## config.mk

```make
export PLATFORM = sky130hd
export DESIGN_NAME = bitwise_lane_pipe
export DESIGN_NICKNAME = d
export VERILOG_FILES = /design/src/rtl/bitwise_lane_pipe.sv
export SDC_FILE = /design/constraint.sdc
export NUM_CORES = 1
export LEC_CHECK = 0
export CAP_MARGIN = 10
export CORE_UTILIZATION = 24
export CTS_CLUSTER_DIAMETER = 100
export DETAILED_ROUTE_END_ITERATION = 10
export DONT_BUFFER_PORTS = 1
export SLEW_MARGIN = 20
export SYNTH_ARGS = -nofsm -noshare
export SYNTH_HDL_FRONTEND = slang
export SYNTH_SLANG_ARGS = --single-unit
```

## constraint.sdc

```tcl
create_clock -name clk -period 1.4 [get_ports clk]
set_input_delay 0 -clock clk [delete_from_list [all_inputs] [get_ports clk]]
set_output_delay 0 -clock clk [all_outputs]
set_load 0.005 [all_outputs]
```

## src/rtl/bitwise_lane_pipe.sv

```systemverilog
// Multi-lane bitwise logic unit: per-channel NOT/AND/OR/XOR against a shared mask,
// carried through a two-stage valid/ready pipeline with a wrapping transfer counter.
module bitwise_lane_pipe #(
    parameter int unsigned WIDTH    = 8,
    parameter int unsigned CHANNELS = 2
) (
    input  logic                       clk,
    input  logic                       rst_n,
    input  logic                       in_valid,
    output logic                       in_ready,
    input  logic [CHANNELS*WIDTH-1:0]  in_data,
    input  logic [1:0]                 in_op,
    input  logic [WIDTH-1:0]           in_mask,
    input  logic [CHANNELS-1:0]        in_chan_en,
    output logic                       out_valid,
    input  logic                       out_ready,
    output logic [CHANNELS*WIDTH-1:0]  out_data,
    output logic [15:0]                out_count
);

    typedef enum logic [1:0] {
        OP_NOT = 2'b00,
        OP_AND = 2'b01,
        OP_OR  = 2'b10,
        OP_XOR = 2'b11
    } op_e;

    op_e                       op;
    logic [CHANNELS*WIDTH-1:0] result;
    logic [CHANNELS*WIDTH-1:0] s1_data;
    logic                      s1_valid;
    logic                      s2_valid;
    logic                      s2_adv;
    logic                      accept;
    logic                      xfer;

    assign op = op_e'(in_op);

    for (genvar c = 0; c < CHANNELS; c++) begin : g_chan
        for (genvar i = 0; i < WIDTH; i++) begin : g_bit
            logic d;
            logic r;

            assign d = in_data[c*WIDTH + i];

            always_comb begin
                r = d;
                if (in_chan_en[c]) begin
                    unique case (op)
                        OP_NOT: r = ~d;
                        OP_AND: r = d & in_mask[i];
                        OP_OR:  r = d | in_mask[i];
                        OP_XOR: r = d ^ in_mask[i];
                    endcase
                end
            end

            assign result[c*WIDTH + i] = r;
        end
    end

    assign s2_adv    = !s2_valid || out_ready;
    assign in_ready  = rst_n && (!s1_valid || s2_adv);
    assign accept    = in_valid && in_ready;
    assign xfer      = s2_valid && out_ready;
    assign out_valid = s2_valid;

    // out_data only reloads from a valid s1 so an idle output keeps its last value.
    always_ff @(posedge clk) begin
        if (!rst_n) begin
            s1_valid  <= 1'b0;
            s1_data   <= '0;
            s2_valid  <= 1'b0;
            out_data  <= '0;
            out_count <= '0;
        end else begin
            if (s2_adv) begin
                s2_valid <= s1_valid;
                if (s1_valid) begin
                    out_data <= s1_data;
                end
            end

            if (accept) begin
                s1_valid <= 1'b1;
                s1_data  <= result;
            end else if (s2_adv) begin
                s1_valid <= 1'b0;
            end

            if (xfer) begin
                out_count <= out_count + 16'd1;
            end
        end
    end

endmodule

```

==> impl_summary.md <==
Run status
The flow ran to the end, and the final reports show no timing, DRC or antenna violations.

Critical path
At the worst endpoint, the arrival time is roughly 1.6 ns. The peak fanout along the critical path is 3. In this run the worst setup path begins at out_count[1]. The required time at the endpoint of the critical path is roughly 1.6 ns.

The critical path capture point is out_count[12]. The worst setup path is captured at a flip-flop. Setup slack on the worst reg-to-reg path comes out at 0.04 ns. The sort of element at the start of the critical path is a flip-flop. Counting cells, the worst reg-to-reg path comes to 5.

The reg-to-reg startpoint is out_count[1]. In this run the critical register-to-register path is captured at out_count[12]. The worst setup path is of the flip-flop to flip-flop kind.

Power
The net load switching power is just over 800 uW. The worst voltage drop across the vdd grid is roughly 0.00042 V. The share of total power consumed by net switching is about a quarter. Per report_power, the combinational group accounts for 14.3% of the total. Internal power comes to 2400 uW. Per report_power, the sequential group accounts for ~48% of the total. The leakage power figure is 0.00164 uW. The clock network burns a little under two fifths of the power. The power density over the cells is ~830 nW/um2. The sum of internal, switching and leakage power is ~3200 uW.

Clock network
TritonCTS built the clock tree. The master cell of the clock root buffer is sky130_fd_sc_hd__clkbuf_16. The clock passes through at most 2 buffers. The number of clock sinks is 50.

The clock reaches the later pin of the worst-skew pair after between 0.2 and 0.3 ns. The clock tree synthesis step divided the H-tree into 2 levels. The clock-pin slew on the worst setup and hold paths is 0.07 ns. Counting the buffers created by CTS gives 5.

Route
For this run, design rule violations remaining after detail routing come to 0. Using the TritonRoute via totals, the vias-per-cell ratio works out to around 4.6. In the final routed layout, each cell accounts on average for 13.8 um.

The via count is around 2700. After detailed routing, the total wire length is ~8 mm. In this run the remaining antenna-violating nets after routing total 0. The number of design-rule violations left by the first detailed-router iteration is between 100 and 150. The detailed-router iteration count before antenna repair is 4.

Logic synthesis
The post-synthesis instance area is between 3000 and 4000 um2. The mean area per synthesized cell is between 8 and 9 um2. The number of storage elements in the synthesis netlist is 50. After technology mapping, the gate count stands at 375. The most used flip-flop cell after synthesis is sky130_fd_sc_hd__dfxtp_1.

The synthesized net count is 440. The fraction of post-synthesis cell area in the top cell type by area is about 33%. The largest area contributor in the netlist is sky130_fd_sc_hd__dfxtp_1. After synthesis, the share of flip-flops with an asynchronous set or reset is 0%. Sequential cells were found to cover about a third of the synthesized design area. Yosys mapped the design onto 36 distinct sky130hd cell types. Yosys attributes the largest share of cell area to sky130_fd_sc_hd__dfxtp_1 (33%), sky130_fd_sc_hd__ha_1 (14%), sky130_fd_sc_hd__nand2_1 (8.4%). The number of flops mapped to enable cells by yosys is 0.

Yosys printed 0 warnings.

Timing
The top achievable clock speed is 733 MHz. The hold violation total from the final report is 0. The final setup skew is 0.00772 ns. The minimum period implied by the final worst setup slack is approximately 1.4 ns. Dividing the final minimum period by the clock period gives just under 100%. The relative slew slack is 70.1%. The number of max-slew violations in the final report is 0. The pin slew with the least headroom to its limit is between 0.4 and 0.5 ns. Setup violations remaining at the end of the flow were counted as 0. The setup total negative slack is 0 ns.

Cells and area
The final layout contains slightly below 500 nets. The area growth from synthesis to layout is 27.3%. The total of fill cells in the finished design is approximately 1300. The number of antenna diodes in the final layout is 0. The proportion of layout cells with a drive suffix above 1 is 12.0%.

Floorplan
Row generation in the floorplan step produced 40 rows. The starting density of the core is between 20 and 25%. The core outline area is about 12000 um2.

The die footprint is about 13000 um2. The die boundary width is approximately 110 um. In this run the count of I/O pins placed on the die edge is 66. From bottom edge to top edge, the die measures roughly 110 um.

GRT
The total global-route track usage is about an eighth. The number of antenna violations at the first check in global routing is 0. The number of global-route vias before repair is ~2700. For this run the aggregate overflow at the end of global routing stands at 0. Entering global routing, the biggest net connects 50 pins. The global-route wire length before repair is roughly 13 mm.

Place
The number of buffers added on ports is 0. The routability congestion estimate from global placement is between 0.7 and 0.8. The placed wire-length estimate after detailed placement is between 5 and 6 mm.

Run
The max-capacitance violation count is 0.

Hold path
The tightest min-delay check is of the primary input to flip-flop type.
registers in the layout, summed over array words and instances, names as in the netlist:
name       cells
out_count     16
s1_valid       1
s1_data       16
out_data      16
out_valid      1
layer usage:
layer  share of wire (%)  track usage [%]  vias to the layer above  routed length, um
met4                 1.2             3.29                        0                 98
li1                    -                -                     1373                  -
met5                   0                0                        -                  0
met3                  11             5.03                       13                863
met2                  44             20.3                       91               3540
met1                  44             15.1                     1224               3550
Yosys cell counts (all sizes together), types with 9 or more instances:
master,n
dfxtp,50
a21oi,24
buf,10
inv,28
o21ai,18
ha,33
nand2,68
o211ai,16
mux2i,12
clkbuf,13
nand3,9
nor2,22
cells in the final DEF, fill, tap and decap left out, types with 3 or more instances in the layout:
master and instances:
sky130_fd_sc_hd__xor2_1 5, sky130_fd_sc_hd__ha_1 32, sky130_fd_sc_hd__dfxtp_1 47, sky130_fd_sc_hd__o211a_1 8
sky130_fd_sc_hd__nor2_1 22, sky130_fd_sc_hd__dlygate4sd3_1 28, sky130_fd_sc_hd__buf_4 26, sky130_fd_sc_hd__a22o_1 4
sky130_fd_sc_hd__o22ai_1 8, sky130_fd_sc_hd__xnor2_1 5, sky130_fd_sc_hd__o211ai_1 16, sky130_fd_sc_hd__nand2_1 68
sky130_fd_sc_hd__nand3_1 8, sky130_fd_sc_hd__a31oi_1 5, sky130_fd_sc_hd__inv_1 28, sky130_fd_sc_hd__o21ai_0 18
sky130_fd_sc_hd__a21oi_1 24, sky130_fd_sc_hd__clkbuf_16 5, sky130_fd_sc_hd__mux2i_1 12, sky130_fd_sc_hd__or3_1 3
sky130_fd_sc_hd__nand2b_1 8
worst max-delay path, cell delays in order, from the launching register on:
cell,delay (ns)
sky130_fd_sc_hd__dfxtp_2,0.37
sky130_fd_sc_hd__ha_2,0.18
sky130_fd_sc_hd__and3_4,0.22
sky130_fd_sc_hd__nand3_1,0.09
sky130_fd_sc_hd__or3_1,0.31
sky130_fd_sc_hd__a21oi_1,0.14
power by group through the flow:
stage,clock network [uW],logic [uW],registers [uW]
after floorplan,0,315,1540
after global placement,0,348,1550
after detailed placement,0,366,1550
after CTS,1260,450,1520
after global routing,1310,520,1530
final,1220,458,1520
cell type report:
cell class                      instances  area, um2  area share, %
Multi-Input combinational cell        273       1860           48.2
Sequential cell                        50       1010           26.1
Timing Repair Buffer                   57        519           13.5
Tap cell                              168        210           5.45
Clock buffer                            5        125           3.24
Inverter                               29        109           2.82
Clock inverter                          3       26.3          0.681
worst min path at each step:
stage,endpoint,slack (ns),startpoint,cells past startpoint
floorplan,s1_valid,0.13,in_valid,2
global placement,s1_valid,0.14,in_valid,2
detailed placement,s1_valid,0.14,in_valid,2
CTS,s1_data[1],0.01,in_chan_en[0],2
global route,s1_data[1],0.02,in_chan_en[0],2
finish,s1_data[14],0.02,in_chan_en[1],3
logic make-up (layout without fill, tap and decap cells):
kind of cell	Yosys count	count (layout)	synth area share, %
AO/OA/AOI/OAI	90	90	19.4
flip-flops	50	50	33.0
buffers and inverters	52	94	7.19
XOR/XNOR	10	10	2.89
AND/OR/NAND/NOR	128	128	19.9
multiplexers	12	12	3.97
adder cells (fa/ha/maj)	33	33	13.6
what timing repair did:
item                                    4_1_cts  5_1_grt
endpoints found under the setup margin       27       20
buffers inserted                              0        1
pin swaps                                     1        8
resized for setup                             4       13
hold buffers                                 29        0
hold endpoints to repair                     23        0
through the flow:
step / utilization [%] / hold slack, ns / instances / area, um2 / setup slack (ns)
floorplan: - / 0.129 / 375 / 3030 / 0.00987
global placement: 27.5 / 0.137 / 547 / 3350 / -0.146
detailed placement: 27.5 / 0.137 / 547 / 3350 / -0.172
CTS: 31.2 / 0.0108 / 584 / 3800 / 0.0123
global route: 31.7 / 0.0213 / 585 / 3860 / -0.00109
finish: 31.7 / 0.0193 / 585 / 3860 / 0.0366
(Power assumes the default switching activity.)
